<file path="config.mk">
export PLATFORM = sky130hd
export DESIGN_NAME = branch_recovery_unit_flat
export DESIGN_NICKNAME = d
export VERILOG_FILES = /design/src/rtl/branch_recovery_unit_pkg.sv /design/src/rtl/branch_recovery_unit_if.sv /design/src/rtl/branch_recovery_unit_shadow_ctr.sv /design/src/rtl/branch_recovery_unit.sv /design/src/flat_wrapper.sv
export SDC_FILE = /design/constraint.sdc
export NUM_CORES = 1
export LEC_CHECK = 0
export BUFFER_PORTS_ARGS = -buffer_cell sky130_fd_sc_hd__buf_4
export CORE_ASPECT_RATIO = 0.9
export CORE_UTILIZATION = 39
export CTS_CLUSTER_DIAMETER = 40
export DETAILED_ROUTE_END_ITERATION = 16
export HOLD_SLACK_MARGIN = 0.08
export PLACE_DENSITY = 0.78
export SLEW_MARGIN = 40
export SYNTH_ARGS = -nofsm -noshare
export SYNTH_HDL_FRONTEND = slang
export SYNTH_SLANG_ARGS = --single-unit
</file>
<file path="constraint.sdc">
create_clock -name clk -period 2.15 [get_ports clk]
set_input_delay 0.1075 -clock clk [delete_from_list [all_inputs] [get_ports clk]]
set_output_delay 0.1075 -clock clk [all_outputs]
set_load 0.02 [all_outputs]
</file>
<file path="src/rtl/branch_recovery_unit_pkg.sv">
// branch_recovery_unit_pkg
//   Shared types and constants for the dual-issue branch recovery unit:
//   default address width, recovery FSM state encoding, slot indices and
//   a helper that counts resolved branches in one EX cycle.
package branch_recovery_unit_pkg;

  localparam int unsigned BRU_ADDR_W = 10;

  // Slot indices into the per-slot EX pipe arrays.
  localparam int unsigned SLOT1     = 0;
  localparam int unsigned SLOT2     = 1;
  localparam int unsigned NUM_SLOTS = 2;

  typedef enum logic {
    RUN    = 1'b0,
    SHADOW = 1'b1
  } bru_state_e;

  // Number of branches resolved this cycle (0..2).
  function automatic logic [1:0] branch_inc(input logic res1, input logic res2);
    return {1'b0, res1} + {1'b0, res2};
  endfunction

endpackage

</file>
<file path="src/rtl/branch_recovery_unit_if.sv">
// branch_recovery_unit_if
//   Pipeline <-> branch recovery unit bundle.
//   ID side : id_stall, Branch1_ID/Branch2_ID, BranchAddress_1_ID/_2_ID
//   EX side : Branch1_EX/Branch2_EX, taken1/taken2
//   Front-end correction: correct_en, correction, flush_IFID, flush_IDEX
//   MEM side: kill2_MEM (gate slot-2 MemWriteEn/RegWriteEn)
//   Modports: master = pipeline, slave = branch_recovery_unit.
interface branch_recovery_unit_if #(
  parameter int unsigned ADDR_W = branch_recovery_unit_pkg::BRU_ADDR_W
);
  logic              id_stall;
  logic              Branch1_ID;
  logic              Branch2_ID;
  logic [ADDR_W-1:0] BranchAddress_1_ID;
  logic [ADDR_W-1:0] BranchAddress_2_ID;
  logic              Branch1_EX;
  logic              Branch2_EX;
  logic              taken1;
  logic              taken2;
  logic              correct_en;
  logic [ADDR_W-1:0] correction;
  logic              flush_IFID;
  logic              flush_IDEX;
  logic              kill2_MEM;

  modport master (
    output id_stall, Branch1_ID, Branch2_ID, BranchAddress_1_ID, BranchAddress_2_ID,
    output Branch1_EX, Branch2_EX, taken1, taken2,
    input  correct_en, correction, flush_IFID, flush_IDEX, kill2_MEM
  );

  modport slave (
    input  id_stall, Branch1_ID, Branch2_ID, BranchAddress_1_ID, BranchAddress_2_ID,
    input  Branch1_EX, Branch2_EX, taken1, taken2,
    output correct_en, correction, flush_IFID, flush_IDEX, kill2_MEM
  );

endinterface

</file>
<file path="src/rtl/branch_recovery_unit_shadow_ctr.sv">
// bru_shadow_ctr
//   Post-redirect shadow counter. load presets the count to RECOVER_CYCLES;
//   a non-zero count decrements every cycle. done flags the last shadow
//   cycle (count == 1).
//   Ports: clk, rst (sync, active-low), load (in), done (out).
module bru_shadow_ctr #(
  parameter int unsigned RECOVER_CYCLES = 1
) (
  input  logic clk,
  input  logic rst,
  input  logic load,
  output logic done
);

  logic [2:0] cnt;

  always_ff @(posedge clk) begin
    if (!rst) begin
      cnt <= '0;
    end else if (load) begin
      cnt <= RECOVER_CYCLES[2:0];
    end else if (cnt != '0) begin
      cnt <= cnt - 3'd1;
    end
  end

  assign done = (cnt == 3'd1);

endmodule

</file>
<file path="src/rtl/branch_recovery_unit.sv">
// branch_recovery_unit
//   Resolves predicted-not-taken branches for the dual-issue pipeline.
//   Branch targets/valids are piped ID->EX; a taken branch in EX redirects
//   fetch in the same cycle and flushes IF/ID and ID/EX. A taken slot-1
//   branch suppresses the slot-2 outcome and kills the slot-2 instruction
//   one cycle later (its MEM cycle). After a redirect, EX outcomes are
//   ignored for RECOVER_CYCLES cycles.
//   Ports: clk, rst (sync, active-low), bus (branch_recovery_unit_if.slave),
//          branch_cnt, mispredict_cnt (performance counters).
//   Optional feature: define BRU_PERF_CNT_EN to implement the counters;
//   otherwise both counter ports are tied to 0.
module branch_recovery_unit
  import branch_recovery_unit_pkg::*;
#(
  parameter int unsigned ADDR_W         = BRU_ADDR_W,
  parameter int unsigned RECOVER_CYCLES = 1,
  parameter int unsigned CNT_W          = 32
) (
  input  logic                  clk,
  input  logic                  rst,
  branch_recovery_unit_if.slave bus,
  output logic [CNT_W-1:0]      branch_cnt,
  output logic [CNT_W-1:0]      mispredict_cnt
);

  logic [ADDR_W-1:0]    tgt_ex [NUM_SLOTS];
  logic [NUM_SLOTS-1:0] v_ex;
  bru_state_e           state, state_next;
  logic                 shadow_load;
  logic                 shadow_done;
  logic                 r1, r2, correct;
  logic [ADDR_W-1:0]    correct_tgt;
  logic                 kill2;

  // ID -> EX target pipe; a flush or load-use bubble invalidates both slots.
  always_ff @(posedge clk) begin
    if (!rst) begin
      tgt_ex[SLOT1] <= '0;
      tgt_ex[SLOT2] <= '0;
      v_ex          <= '0;
    end else if (correct || bus.id_stall) begin
      v_ex <= '0;
    end else begin
      tgt_ex[SLOT1] <= bus.BranchAddress_1_ID;
      tgt_ex[SLOT2] <= bus.BranchAddress_2_ID;
      v_ex[SLOT1]   <= bus.Branch1_ID;
      v_ex[SLOT2]   <= bus.Branch2_ID;
    end
  end

  // Resolution; the older slot-1 branch wins over slot-2.
  always_comb begin
    r1          = 1'b0;
    r2          = 1'b0;
    correct_tgt = '0;
    if (state == RUN) begin
      r1 = v_ex[SLOT1] & bus.Branch1_EX & bus.taken1;
      r2 = v_ex[SLOT2] & bus.Branch2_EX & bus.taken2 & ~r1;
    end
    correct = r1 | r2;
    if (r1) begin
      correct_tgt = tgt_ex[SLOT1];
    end else if (r2) begin
      correct_tgt = tgt_ex[SLOT2];
    end
  end

  assign bus.correct_en = correct;
  assign bus.correction = correct_tgt;
  assign bus.flush_IFID = correct;
  assign bus.flush_IDEX = correct;

  // Slot-2 of the same bundle reaches MEM one cycle after slot-1 resolves.
  always_ff @(posedge clk) begin
    if (!rst) begin
      kill2 <= 1'b0;
    end else begin
      kill2 <= r1;
    end
  end

  assign bus.kill2_MEM = kill2;

  // Recovery FSM.
  always_ff @(posedge clk) begin
    if (!rst) begin
      state <= RUN;
    end else begin
      state <= state_next;
    end
  end

  always_comb begin
    state_next  = state;
    shadow_load = 1'b0;
    case (state)
      RUN: begin
        if (correct) begin
          state_next  = SHADOW;
          shadow_load = 1'b1;
        end
      end
      SHADOW: begin
        if (shadow_done) begin
          state_next = RUN;
        end
      end
      default: state_next = RUN;
    endcase
  end

  bru_shadow_ctr #(
    .RECOVER_CYCLES(RECOVER_CYCLES)
  ) u_shadow_ctr (
    .clk  (clk),
    .rst  (rst),
    .load (shadow_load),
    .done (shadow_done)
  );

`ifdef BRU_PERF_CNT_EN
  logic       run_q;
  logic [1:0] br_inc;

  always_comb begin
    run_q  = (state == RUN);
    br_inc = branch_inc(run_q & v_ex[SLOT1] & bus.Branch1_EX,
                        run_q & v_ex[SLOT2] & bus.Branch2_EX & ~r1);
  end

  always_ff @(posedge clk) begin
    if (!rst) begin
      branch_cnt     <= '0;
      mispredict_cnt <= '0;
    end else begin
      branch_cnt     <= branch_cnt + CNT_W'(br_inc);
      mispredict_cnt <= mispredict_cnt + CNT_W'(correct);
    end
  end
`else
  assign branch_cnt     = '0;
  assign mispredict_cnt = '0;
`endif

endmodule
</file>
<file path="src/flat_wrapper.sv">
// flat-port wrapper written by rule: the top's interface ports become plain ports
module branch_recovery_unit_flat import branch_recovery_unit_pkg::*;
#(
  parameter int unsigned ADDR_W         = BRU_ADDR_W,
  parameter int unsigned RECOVER_CYCLES = 1,
  parameter int unsigned CNT_W          = 32
)
  (clk, rst, branch_cnt, mispredict_cnt, bus_id_stall, bus_Branch1_ID, bus_Branch2_ID, bus_BranchAddress_1_ID, bus_BranchAddress_2_ID, bus_Branch1_EX, bus_Branch2_EX, bus_taken1, bus_taken2, bus_correct_en, bus_correction, bus_flush_IFID, bus_flush_IDEX, bus_kill2_MEM);
  branch_recovery_unit_if #(.ADDR_W(ADDR_W)) bus_i ();
  input  logic clk;
  input  logic rst;
  output logic [CNT_W-1:0] branch_cnt;
  output logic [CNT_W-1:0] mispredict_cnt;
  input wire logic [$bits(bus_i.id_stall)-1:0] bus_id_stall;
  input wire logic [$bits(bus_i.Branch1_ID)-1:0] bus_Branch1_ID;
  input wire logic [$bits(bus_i.Branch2_ID)-1:0] bus_Branch2_ID;
  input wire logic [$bits(bus_i.BranchAddress_1_ID)-1:0] bus_BranchAddress_1_ID;
  input wire logic [$bits(bus_i.BranchAddress_2_ID)-1:0] bus_BranchAddress_2_ID;
  input wire logic [$bits(bus_i.Branch1_EX)-1:0] bus_Branch1_EX;
  input wire logic [$bits(bus_i.Branch2_EX)-1:0] bus_Branch2_EX;
  input wire logic [$bits(bus_i.taken1)-1:0] bus_taken1;
  input wire logic [$bits(bus_i.taken2)-1:0] bus_taken2;
  output wire logic [$bits(bus_i.correct_en)-1:0] bus_correct_en;
  output wire logic [$bits(bus_i.correction)-1:0] bus_correction;
  output wire logic [$bits(bus_i.flush_IFID)-1:0] bus_flush_IFID;
  output wire logic [$bits(bus_i.flush_IDEX)-1:0] bus_flush_IDEX;
  output wire logic [$bits(bus_i.kill2_MEM)-1:0] bus_kill2_MEM;
  assign bus_i.id_stall = bus_id_stall;
  assign bus_i.Branch1_ID = bus_Branch1_ID;
  assign bus_i.Branch2_ID = bus_Branch2_ID;
  assign bus_i.BranchAddress_1_ID = bus_BranchAddress_1_ID;
  assign bus_i.BranchAddress_2_ID = bus_BranchAddress_2_ID;
  assign bus_i.Branch1_EX = bus_Branch1_EX;
  assign bus_i.Branch2_EX = bus_Branch2_EX;
  assign bus_i.taken1 = bus_taken1;
  assign bus_i.taken2 = bus_taken2;
  assign bus_correct_en = bus_i.correct_en;
  assign bus_correction = bus_i.correction;
  assign bus_flush_IFID = bus_i.flush_IFID;
  assign bus_flush_IDEX = bus_i.flush_IDEX;
  assign bus_kill2_MEM = bus_i.kill2_MEM;
  branch_recovery_unit #(.ADDR_W(ADDR_W), .RECOVER_CYCLES(RECOVER_CYCLES), .CNT_W(CNT_W)) u_core (.clk(clk), .rst(rst), .bus(bus_i), .branch_cnt(branch_cnt), .mispredict_cnt(mispredict_cnt));
endmodule
</file>
; ---- Yosys cells after proc, flatten, opt, wreduce, memory -nomap -nowiden
; Memory sizes are Yosys's and may differ from the RTL's.
; Index checks and enable logic that the tools add are counted.
[word_totals]
memories = 1
wordCells = 40
inputBits = 29
register_bits = 7
out_inout_bits = 78
ramBits = 20
[mem_list]
columns = memory, words, word_bits, read_ports, rd_clocked_by_memory_dff, wr, line_no
row1 = u_core.tgt_ex, 2, 10, 2, 0, 2, branch_recovery_unit.sv:26  ; logic [ADDR_W-1:0] tgt_ex [NUM_SLOTS];
[classes]
add_sub_neg = 1
reduce_logical = 5
n_eq_ne = 1
mux = 16
bitwise_logic = 11
[ops]
columns = cell, n
row1 = $mux 10, 4
row2 = $mux 1, 11
row3 = $and 1x1->1, 5
row4 = $reduce_or 2->1, 2
row5 = $eq 3x1->1 const B, 1
row6 = $not 1->1, 3
row7 = $or 1x1->1, 3
row8 = $reduce_bool 3->1, 1
row9 = $sub 3x1->3 const B, 1
row10 = $pmux 1 s2, 1
row11 = $reduce_bool 2->1, 1
row12 = $logic_or 1x1->1, 1

; ---- Depth between registers and ports, before layout
[depth]
word_depth = 11
ltp_mapped = 5
depth_no_buf = 5

; ---- By module
; From an unflattened synthesis, not the netlist that was laid out.
[hier_totals]
cells_unflattened = 161
area_unflattened_um2 = 1783.0
[modules_own_cells]
columns = mod, seq_area_each_um2, cells_each, area_per_inst_um2, n_inst
row1 = branch_recovery_unit, 680.7, 141, 1592.8, 1
row2 = bru_shadow_ctr, 60.1, 20, 190.2, 1

; ---- Least setup slack after synthesis
; No wires, ideal clock.
[synth_path]
kind = reg2reg
from = register u_core.state
to = memory u_core.tgt_ex[0][0] (netlist bit) (enable)
setup_slack_ps = -172
arrival_time_ps = 1923
synth_period_minus_slack_ps = 2322
setup_time_ps = 399
path_buffers = 0
path_stages_with_launch = 5
required_time_ps = 1751
path_cell_list = dfxtp_1 > and4b_4 > a21oi_1 > inv_2 > o21ai_1
[synth_lines]
columns = item, line_no
row1 = start: declaration, branch_recovery_unit.sv:28  ; bru_state_e state, state_next;
row2 = start signal: assignment, branch_recovery_unit.sv:89  ; state <= state_next;
row3 = end: declaration, branch_recovery_unit.sv:26

; ---- Worst setup path in the final report
[layout_path]
from = register u_core.state
to = output bus_correction[0]
[layout_between]
elab_chain_len = 3
word_cells_on_any_way = 4
cone_classes = mux (4)
[layout_lines]
columns = item, line_no
row1 = $mux 1, branch_recovery_unit.sv:56  ; if (state == RUN) begin
row2 = $mux 10, branch_recovery_unit.sv:63  ; end else if (r2) begin
row3 = $mux 10 *, branch_recovery_unit.sv:61  ; if (r1) begin
row4 = end: declaration, flat_wrapper.sv:24  ; output wire logic [$bits(bus_i.correction)-1:0] bus_correction;
; Mark *: on every way between the ends. The rest lies on a longest branch, timed or not.

==> impl_results.md <==
* Nets at 236
* Max-Cap Viols at 0
* RSZ-0062 raised after global routing: no
* Clock buffer depth at 2
* Layout cells sized above 1 at 25.62%
* Total track usage at 10.81%
* Crit Path Max Fanout at 10
* Io pins at 107
* CP Class: flip-flop to output port
* Clock latency on the worst-skew pair at 0.26 ns
* Power per standard cell area at approximately 650 nW/µm²
* Synth top area share at 34.91%
* Int Power at 0.8724 mW
* Setup violations, final at 0
* Largest cells by area after synthesis: edfxtp_1, buf_4, and2_1, dfxtp_1, a32o_1
* Max Slew Vio Count at 0
* Die ar. at 4681 µm²
* FP Rows at 22
* Status: finished clean
* Number of global-route vias before repair at 900
* Synth Cell Area at 1720 µm²
* CP endpoint kind: output port
* Clock transition at path regs at 0.08 ns
* CP Data Arrival Time at 1.69 ns
* First-pass GRT wire length at around 3900 µm
* Initial core utilization at 41.39%
* Post-CTS sizing at 0
* Largest net degree at the start of global routing at 21
* Seq pwr share at 51.3%
* Reg2reg end: u_core.tgt_ex[0][15]
* Setup ws final at 0.3489 ns
* Logic pwr share at 26.7%
* Via count at 1016
* Fin. Hold Viols at 0
* CTS tree: done
* Placed Area at between 1500 and 2000 µm²
* Pre-CTS setup slack at between 0.4 and 0.5 ns
* WP data required at roughly 2 ns
* Drt pass-1 iters at 4
* Reg2Reg Launch Point: u_core.state
* Dominant cell type by area after synthesis: edfxtp_1
* Residual DRC at 0
* Post-Route WL at roughly 2500 µm
* Final Cycle Share at 83.77%
* Yosys reg bits at 27
* Fmax at around 560 MHz
* Min-delay worst type: input port to flip-flop
* Die width at 72.01 µm
* Antenna violations before repair at 0
* Net switching fraction of the power at 29.78%
* Antenna Nets Post-Route at 0
* Ys Warns at 0
* Die Ht at about 65 µm
* Layout Skew at 0.003144 ns
* Ant diodes at 0
* Post-Syn Area per Cell at 10.82 µm²
* Hold Path Origin: rst
* Setup TNS at 0 ns
* NetSw at 0.3700 mW
* Hold Path End: u_core.u_shadow_ctr.cnt[1]
* H-tree depth at 1
* Post-synthesis sequential area ratio at a little over two fifths
* Hold depth at 2
* Gpl congestion at 0.8366
* Core ar. at 4156 µm²
* R2R setup slack at 0.37 ns
* # fillers at about 400
* Num CTS Buffers at 3
* Cell variety after synth at 25
* Peak supply drop at between 0.3 and 0.4 mV
* Initial drt markers at 35
* Leak at 0.9212 nW
* Wire per inst at 9.510 µm
* Via-to-Cell Ratio at 3.863
* Num Clock Sinks at 27
* Total gr overflow at 0
* IO Port Bufs at 42
* R2R depth at 5
* Clock Power Share at 22.0%
* Root buffer cell: clkbuf_8
* Detailed Place HPWL at 1988 µm
* Design area at 1912 µm²
* Syn-to-layout area delta at 11.13%
* Mapped Cells at ~160
* CP Launch Type: flip-flop
* Final worst path period need at between 1.5 and 2 ns
## critical path, cell delays in order (launching register included)
cell     delay [ns]
dfxtp_1        0.35
and4b_4        0.37
and2_1         0.36
a32o_1         0.20
buf_4          0.14
## cell usage in the layout, fill, tap and decap left out
| master | instances |
|---|---|
| clkbuf_8 | 3 |
| and4b_4 | 1 |
| and2_1 | 23 |
| nor2b_1 | 1 |
| nor3b_1 | 1 |
| dfxtp_1 | 7 |
| a32o_1 | 10 |
| and4b_1 | 1 |
| inv_2 | 1 |
| o21ai_0 | 1 |
| edfxtp_1 | 20 |
| ha_1 | 3 |
| inv_1 | 6 |
| conb_1 | 64 |
| xnor2_1 | 1 |
| nor3_1 | 2 |
| buf_4 | 45 |
| dlygate4sd3_1 | 2 |
| o21ai_2 | 1 |
| clkbuf_1 | 1 |
| a2111oi_4 | 1 |
| nand3_1 | 1 |
| a21oi_1 | 4 |
| and3_1 | 2 |
| mux2i_1 | 1 |
## worst max-delay path by stage
stage	from	endpoint	depth (start not counted)
finish	u_core.state	bus_correction[0]	4
global route	u_core.state	bus_correction[7]	4
CTS	u_core.state	bus_correction[0]	4
detailed placement	u_core.state	u_core.tgt_ex[0][17]	5
global placement	u_core.state	u_core.tgt_ex[0][7]	5
floorplan	u_core.state	u_core.tgt_ex[0][0]	4
## cells in the mapped netlist (all sizes together)
cell type	instances
buf	70
and2	23
edfxtp	20
a32o	10
dfxtp	7
inv	7
a21oi	4
ha	3
and3	2
and4b	2
nor3	2
o21ai	2
a2111oi	1
conb	1
mux2i	1
nand3	1
nor2b	1
nor3b	1
xnor2	1
## power by group through the flow
stage	clock network, mW	logic (mW)	registers (mW)
detailed placement	0	0.328	0.650
finish	0.273	0.332	0.637
global placement	0	0.324	0.648
global route	0.307	0.370	0.644
floorplan	0	0.347	0.644
CTS	0.283	0.333	0.638
## sequential cells by signal (all words and copies together), names as in the netlist
signal                   cells
u_core.v_ex                  2
u_core.state                 1
u_core.tgt_ex               20
u_core.u_shadow_ctr.cnt      3
u_core.bus.kill2_MEM         1
## per-layer routing
layer,part of all wire (%),up-vias,global-route usage [%]
met5,0,-,0
met4,0.80,0,4.412
met3,5.8,2,1.089
met2,56,54,20.52
met1,38,466,12.28
li1,-,494,-
## through the flow
| stage | power (mW) | std cells | hold WS, ns | util (%) |
|---|---|---|---|---|
| floorplan | 0.9904 | 222 | 0.2292 | - |
| global placement | 0.9723 | 257 | 0.3140 | 44.43 |
| detailed placement | 0.9777 | 257 | 0.3128 | 44.43 |
| CTS | 1.253 | 263 | 0.09427 | 46.00 |
| global route | 1.321 | 263 | 0.09564 | 46.00 |
| finish | 1.242 | 263 | 0.1011 | 46.00 |
## layout make-up
cell class	instances	area, µm²	share of cell area (%)
inverter	7	26.28	1.374
timing repair buffer	47	357.8	18.72
sequential	27	740.7	38.74
tap	60	75.07	3.927
clock buffer	4	45.04	2.356
multi-input combinational	118	666.9	34.88
## repair_timing
| item | 4_1_cts | 5_1_grt |
|---|---|---|
| endpoints found under the hold margin | 2 | 0 |
| hold buffers | 2 | 0 |
| setup endpoints to repair | 0 | 0 |
| buffers inserted | 0 | 0 |
## logic make-up after synthesis
kind of cell    share of synthesized area, %
flops                                  43.05
simple gates                           12.15
mux                                   0.5818
xor+xnor                              0.5092
other cells                           0.2180
fa+ha+maj                              2.182
compound gates                         9.164
buf+inv                                32.14
(Power assumes the default switching activity.)
